File: src/rtl/v12_filter_parameters.sv
// Constants and FSM state type shared by the peak detector and its event slot.
package v12_filter_parameters;
  localparam int SIZE    = 16;
  localparam int TIME_W  = 32;
  localparam int WIDTH_W = 8;
  localparam logic [WIDTH_W-1:0] WIDTH_MAX = '1;

  typedef enum logic [1:0] {
    ARM   = 2'd0,
    IDLE  = 2'd1,
    ABOVE = 2'd2
  } state_t;
endpackage

File: src/rtl/v12_event_slot.sv
// Single-entry output record with valid/ready handshake and a saturating drop counter.
module v12_event_slot
  import v12_filter_parameters::*;
(
  input  logic               clk,
  input  logic               reset,
  input  logic               load,
  input  logic [SIZE-1:0]    load_amp,
  input  logic [TIME_W-1:0]  load_time,
  input  logic [WIDTH_W-1:0] load_width,
  input  logic               load_pileup,
  input  logic               event_ready,
  output logic               event_valid,
  output logic [SIZE-1:0]    event_amp,
  output logic [TIME_W-1:0]  event_time,
  output logic [WIDTH_W-1:0] event_width,
  output logic               event_pileup,
  output logic [7:0]         drop_count
);

  function automatic logic [7:0] sat_inc8(input logic [7:0] v);
    return (v == 8'hFF) ? v : v + 8'd1;
  endfunction

  // A held record that is not being taken this edge blocks the new one.
  logic blocked;
  assign blocked = event_valid && !event_ready;

  always_ff @(posedge clk or posedge reset) begin
    if (reset) begin
      event_valid  <= 1'b0;
      event_amp    <= '0;
      event_time   <= '0;
      event_width  <= '0;
      event_pileup <= 1'b0;
      drop_count   <= '0;
    end else if (load) begin
      if (blocked) begin
        drop_count <= sat_inc8(drop_count);
      end else begin
        event_valid  <= 1'b1;
        event_amp    <= load_amp;
        event_time   <= load_time;
        event_width  <= load_width;
        event_pileup <= load_pileup;
      end
    end else if (event_valid && event_ready) begin
      event_valid <= 1'b0;
    end
  end

endmodule

File: src/rtl/v12_peak_detector.sv
// Threshold pulse detector: tracks peak, width and start time of each pulse and
// hands completed pulses of at least MIN_WIDTH samples to the event slot.
module v12_peak_detector
  import v12_filter_parameters::*;
#(
  parameter int THRESHOLD = 100,
  parameter int MIN_WIDTH = 4
) (
  input  logic               clk,
  input  logic               reset,
  input  logic [SIZE-1:0]    filter_data,
  output logic               event_valid,
  input  logic               event_ready,
  output logic [SIZE-1:0]    event_amp,
  output logic [TIME_W-1:0]  event_time,
  output logic [WIDTH_W-1:0] event_width,
  output logic               event_pileup,
  output logic [7:0]         drop_count
);

  localparam logic [SIZE-1:0]    THRESH = SIZE'(THRESHOLD);
  localparam logic [WIDTH_W-1:0] MIN_W  = WIDTH_W'(MIN_WIDTH);

  function automatic logic [WIDTH_W-1:0] sat_inc_width(input logic [WIDTH_W-1:0] v);
    return (v == WIDTH_MAX) ? v : v + 1'b1;
  endfunction

  state_t              state_q, state_d;
  logic [TIME_W-1:0]   time_cnt;
  logic [TIME_W-1:0]   start_time;
  logic [SIZE-1:0]     peak;
  logic [WIDTH_W-1:0]  width;
  logic                above;
  logic                pulse_start, pulse_grow, pulse_done;
  logic                slot_load;

  assign above = filter_data > THRESH;

  always_ff @(posedge clk or posedge reset) begin
    if (reset) state_q <= ARM;
    else       state_q <= state_d;
  end

  always_comb begin
    state_d = state_q;
    unique case (state_q)
      ARM:     if (!above) state_d = IDLE;
      IDLE:    if (above)  state_d = ABOVE;
      ABOVE:   if (!above) state_d = IDLE;
      default: state_d = ARM;
    endcase
  end

  always_comb begin
    pulse_start = (state_q == IDLE)  &&  above;
    pulse_grow  = (state_q == ABOVE) &&  above;
    pulse_done  = (state_q == ABOVE) && !above;
  end

  always_ff @(posedge clk or posedge reset) begin
    if (reset) begin
      time_cnt   <= '0;
      start_time <= '0;
      peak       <= '0;
      width      <= '0;
    end else begin
      time_cnt <= time_cnt + 1'b1;
      if (pulse_start) begin
        peak       <= filter_data;
        width      <= 1;
        start_time <= time_cnt;
      end else if (pulse_grow) begin
        if (filter_data > peak) peak <= filter_data;
        width <= sat_inc_width(width);
      end
    end
  end

  // Short pulses die here, before the slot, so they never count as drops.
  assign slot_load = pulse_done && (width >= MIN_W);

  v12_event_slot u_slot (
    .clk          (clk),
    .reset        (reset),
    .load         (slot_load),
    .load_amp     (peak),
    .load_time    (start_time),
    .load_width   (width),
    .load_pileup  (width == WIDTH_MAX),
    .event_ready  (event_ready),
    .event_valid  (event_valid),
    .event_amp    (event_amp),
    .event_time   (event_time),
    .event_width  (event_width),
    .event_pileup (event_pileup),
    .drop_count   (drop_count)
  );

endmodule

File: config.mk
export PLATFORM = sky130hd
export DESIGN_NAME = v12_peak_detector
export DESIGN_NICKNAME = d
export VERILOG_FILES = /design/src/rtl/v12_filter_parameters.sv /design/src/rtl/v12_event_slot.sv /design/src/rtl/v12_peak_detector.sv
export SDC_FILE = /design/constraint.sdc
export NUM_CORES = 1
export LEC_CHECK = 0
export ABC_AREA = 0
export BUFFER_PORTS_ARGS = -buffer_cell sky130_fd_sc_hd__clkbuf_2
export CAP_MARGIN = 20
export CELL_PAD_IN_SITES_DETAIL_PLACEMENT = 1
export CELL_PAD_IN_SITES_GLOBAL_PLACEMENT = 1
export CORE_ASPECT_RATIO = 0.8
export CORE_MARGIN = 2
export CORE_UTILIZATION = 42
export DETAILED_ROUTE_END_ITERATION = 8
export PLACE_DENSITY = 0.82
export SYNTH_ARGS = -nofsm -noshare
export SYNTH_HDL_FRONTEND = slang
export SYNTH_SLANG_ARGS = --single-unit
export TNS_END_PERCENT = 20
File: constraint.sdc
create_clock -name clk -period 4.08 [get_ports clk]
set_input_delay 0.204 -clock clk [delete_from_list [all_inputs] [get_ports clk]]
set_output_delay 0.204 -clock clk [all_outputs]
set_load 0.05 [all_outputs]
# Word-level counts from Yosys, hierarchy flattened
# Cells that the tools add are included.
[classes]
addsub = 3
magnitude_cmp = 3
n_eq_ne = 8
muxes = 12
bitwise_logic = 2
n_reduce_logical = 19
[ops]
columns = ["operator", "n"]
rows = [
  ["16-bit 2-to-1 mux", 3],
  ["32-bit by 1-bit adder with 32-bit output (second input constant)", 1],
  ["8-bit 2-to-1 mux", 3],
  ["8-bit by 1-bit adder with 8-bit output (second input constant)", 2],
  ["8-bit == test (second input constant)", 2],
  ["16-bit greater-than comparator", 1],
  ["16-bit by 7-bit greater-than comparator with 1-bit output (second input constant)", 1],
  ["2-bit AND reduction", 5],
  ["8-bit by 3-bit >= comparator with 1-bit output (second input constant)", 1],
  ["2-bit != test (second input constant)", 4],
  ["1-bit logical AND", 6],
  ["2-bit nonzero test", 3],
  ["2-bit 2-to-1 mux", 2],
  ["2-bit case mux with 2 select lines", 1],
  ["1-bit 2-to-1 mux", 3],
  ["3-bit AND reduction", 1],
  ["2-bit by 1-bit == test with 1-bit output (second input constant)", 1],
  ["2-bit == test (second input constant)", 1],
  ["1-bit logical NOT", 2],
  ["2-bit logical NOT", 1],
  ["1-bit NOT", 2],
  ["2-bit OR reduction", 1],
]
[word_totals]
regBits = 156
output_inout_bits = 66
elab_cells = 58

# Longest topological paths before layout
[depth]
ltp_word = 6
depth_mapped = 10
ltp_nobuf = 8

# Cells and area by module
# Synthesis repeated with hierarchy kept, for this count alone.
[hier_totals]
cells_unflattened = 564
area_unflattened_um2 = 6802.8
[by_module_without_submodules]
columns = ["module", "instances", "cells_each", "area_per_inst_um2", "seq_area_each_um2"]
rows = [
  ["v12_peak_detector", 1, 404, 4112.7, 2252.2],
  ["v12_event_slot", 1, 160, 2690.1, 1651.6],
]

# Worst setup path before layout
# No wires, ideal clock.
[synth_timing]
path_kind = "reg-to-reg"
start = "register peak[1]"
end = "register peak[0]"
setup_ns = 0.125
t_arrival_ns = 2.075
required_time_ns = 3.955
setup_slack_ns = 1.879
stages_incl_launch_ff = 11
synth_period_minus_slack_ns = 2.201
cell_sequence = "dfrtp_1 inv_1 ha_1 nor2b_1 o211ai_1 a2111oi_0 nor4_1 o31a_1 buf_6 buf_12 mux2_4"
[synth_via]
elab_chain_cells = 3
[synth_lines]
columns = ["item", "line_no", "text"]
rows = [
  ["from (decl)", "v12_peak_detector.sv:31", "logic [SIZE-1:0] peak;"],
  ["from (signal assigned)", "v12_peak_detector.sv:69", "peak <= filter_data;"],
  ["from (signal assigned)", "v12_peak_detector.sv:73", "if (filter_data > peak) peak <= filter_data;"],
  ["16-bit greater-than comparator", "v12_peak_detector.sv:73", ""],
  ["2-bit nonzero test (no source line)", "--", ""],
  ["2-bit AND reduction (no source line)", "--", ""],
]
# Every way passes these cells.
# A chain may end at the register's enable or synchronous reset.

# Worst setup path after layout
[layout_timing]
start = "register peak[1]"
end = "register peak[14]"
# The elaborated chain is that of the path after synthesis.

==> flow_metrics.tcl <==
set metrics [dict create \
    fin_util_pct 50.90 \
    syn_nets 598 \
    drtIter0Drc 232 \
    dieArea_sq_mm 0.01699 \
    wl_um 14990 \
    dieHeight_um 117.0 \
    ys_ff_latch 156 \
    synth.most_common_cell "dfrtp_1" \
    synth_common_cells "dfrtp_1, nand2_1, mux2_2, xnor2_1, inv_1" \
    async_reset_ff_share_pct 100.0 \
    avgViaCountPerCell 4.953 \
    grt_max_degree 79 \
    combinationalPowerShare_pct 17.6 \
    clkPwrFrac_pct 39.0 \
    end_kind "register" \
    cts_setup_buffers 0 \
    hold_viol_final 0 \
    fillCellCount 1689 \
    crit_type "register to register" \
    run_status "finished, final reports clean" \
    post-route-period-util_pct 68.43 \
    finalMaxSlewViolations 0 \
    numCtsBuffers 17 \
    layout-drive-gt1-share_pct 30.83 \
    p_sw_share_pct 27.97 \
    rsz0062_at_grt "no" \
    synth_top_area_share_pct 58.25 \
    regArea_sq_mm 0.003904 \
    gp_congestion 0.7994 \
    synth_area_leader_cell "dfrtp_1" \
    ant_nets 0 \
    synth-seq-area-share_pct 58.25 \
    syn2layout_area_growth_pct 19.23 \
    syn_area_sq_mm 0.006701 \
    multi_input_area_sq_mm 0.002603 \
    ys_warn_count 0 \
    die-width_um 145.2 \
    finalClockSkew_ns 0.01096 \
    setup_viol_count_final 0 \
    p_leak_nw 4.154 \
    cts_buffer_depth 2 \
    min_path_type "input port to register" \
    p_per_area_mw_per_mm2 531.9 \
    antenna_found_initial 0 \
    drt_first_pass_iters 4 \
    slew_headroom_pct 34.43 \
    power_frac_seq_pct 43.4 \
    numPortBuffers 84 \
    vias 4359 \
    post-route-min-period_ns 2.792 \
    clkLatencyLatePin_ns 0.43 \
    syn_inst 559 \
    cts_sinks 156 \
    p_int_mw 3.061 \
    tritoncts "built" \
    post_cts_resized 0 \
    htree_levels 4 \
    start_util_pct 42.69 \
    fin_tns_setup_ns 0 \
    grt_pass1_vias 4929 \
    regToRegSetupSlack_ns 1.29 \
    grt_overflow 0 \
    drv_cap 0 \
    synth_area_leaders "dfrtp_1, mux2_2, nand2_1" \
    synth-main-ff-cell "dfrtp_1" \
    startpoint_type "register" \
    cp_max_fo 16 \
    clk_pin_slew_worst_paths_ns 0.06 \
    track_usage_pct 19.08 \
    fp-row-count 41 \
    switching_power_mw 1.189 \
    place_hpwl_um 10100 \
    ys_types 41 \
    nNetsFinal 691 \
    ios 85 \
    root_buffer "clkbuf_16" \
    core-area_sq_mm 0.01570 \
    crit_arrival_ns 3.10 \
    required_ns 4.39 \
    max_freq_ghz 0.3582 \
    remaining_drc_errors 0 \
    antenna_cells 0 \
    cts_hold_buffers 1 \
    post_drt_wl_per_cell_um 17.04 \
    worstMarginPinSlew_ns 0.9836 \
    peakVddDrop_mv 0.2367 \
    holdWs_ns 0.05214 \
    grt_pass1_wl_um 25310 \
    syn_avg_cell_area_sq_um 11.99 \
    synth_edf_count 0 \
]
## routing by layer
layer	track usage [%]	share of wire, %
met1	23.58	46
met2	32.61	50
met3	5.349	3.2
met4	7.059	1.6
met5	0	0
## registers in the layout, summed over array words and instances, names as in the netlist
signal,flops
start_time,32
time_cnt,32
u_slot.event_time,32
peak,16
u_slot.event_amp,16
u_slot.drop_count,8
u_slot.event_width,8
width,8
state_q,2
u_slot.event_pileup,1
u_slot.event_valid,1
## cell usage in the layout, fill, tap and decap left out, types with 4 or more instances in the layout
cell type   instances
a21oi_1             8
and3_1             11
clkbuf_16          17
clkbuf_2           84
clkinvlp_4          4
dfrtp_1           156
ha_1               20
inv_1              23
mux2_2             64
mux2_4             10
nand2_1           115
nand3_1            17
nand4_1            11
nor2_1             21
nor3_1              4
nor4_1              4
o21ai_0             5
xnor2_1            35
xor2_1              9
## final timing paths
check / start / end / depth (start not counted)
min reg2reg: start_time[23] / start_time[23] / 2
max: peak[1] / peak[14] / 8
max in group asynchronous: reset / u_slot.event_time[20] / 4
max reg2reg: peak[1] / peak[14] / 8
min: filter_data[0] / peak[0] / 2
min in group asynchronous: reset / u_slot.drop_count[4] / 3
## per-stage QoR
stage	power [mW]	std cells	cell area [sq um]	setup WS, ns
final	4.250	880	7990	1.288
after global routing	4.462	880	7990	1.081
after CTS	4.295	880	7990	1.283
after detailed placement	2.603	847	7352	1.244
after global placement	2.537	847	7352	1.372
after floorplan	2.437	559	6705	1.879
## critical path, cell delays in order, from the launching register on
cell	delay, ns
dfrtp_1	0.38
inv_1	0.05
ha_1	0.29
nor2b_1	0.14
o211ai_1	0.16
a2111oi_0	0.13
nor4_1	0.29
o31a_1	0.82
mux2_2	0.42
## kinds of logic (layout without fill, tap and decap cells)
family | Yosys count | in the layout | share of synthesized area (%)
AO/OA/AOI/OAI | 25 | 25 | 2.539
XOR/XNOR | 44 | 44 | 5.751
adder cells (fa/ha/maj) | 20 | 20 | 3.734
buffers and inverters | 40 | 146 | 2.969
flip-flops | 156 | 156 | 58.25
multiplexers | 74 | 74 | 12.99
AND/OR/NAND/NOR | 200 | 200 | 13.76
## area by class of cell
cell class / count / area share (%)
multi-input combinational: 363 / 32.57
sequential: 156 / 48.86
timing repair buffer: 90 / 6.170
inverter: 24 / 1.174
clock buffer: 20 / 5.841
tap: 215 / 3.367
clock inverter: 12 / 2.020
## power by group through the flow
| stage | sequential [mW] | clock (mW) | combinational, mW |
|---|---|---|---|
| after floorplan | 1.87 | 0 | 0.566 |
| after global placement | 1.85 | 0 | 0.691 |
| after detailed placement | 1.87 | 0 | 0.737 |
| after CTS | 1.84 | 1.69 | 0.759 |
| after global routing | 1.87 | 1.76 | 0.833 |
| final | 1.85 | 1.66 | 0.747 |
Power figures use the tool's default switching activity.
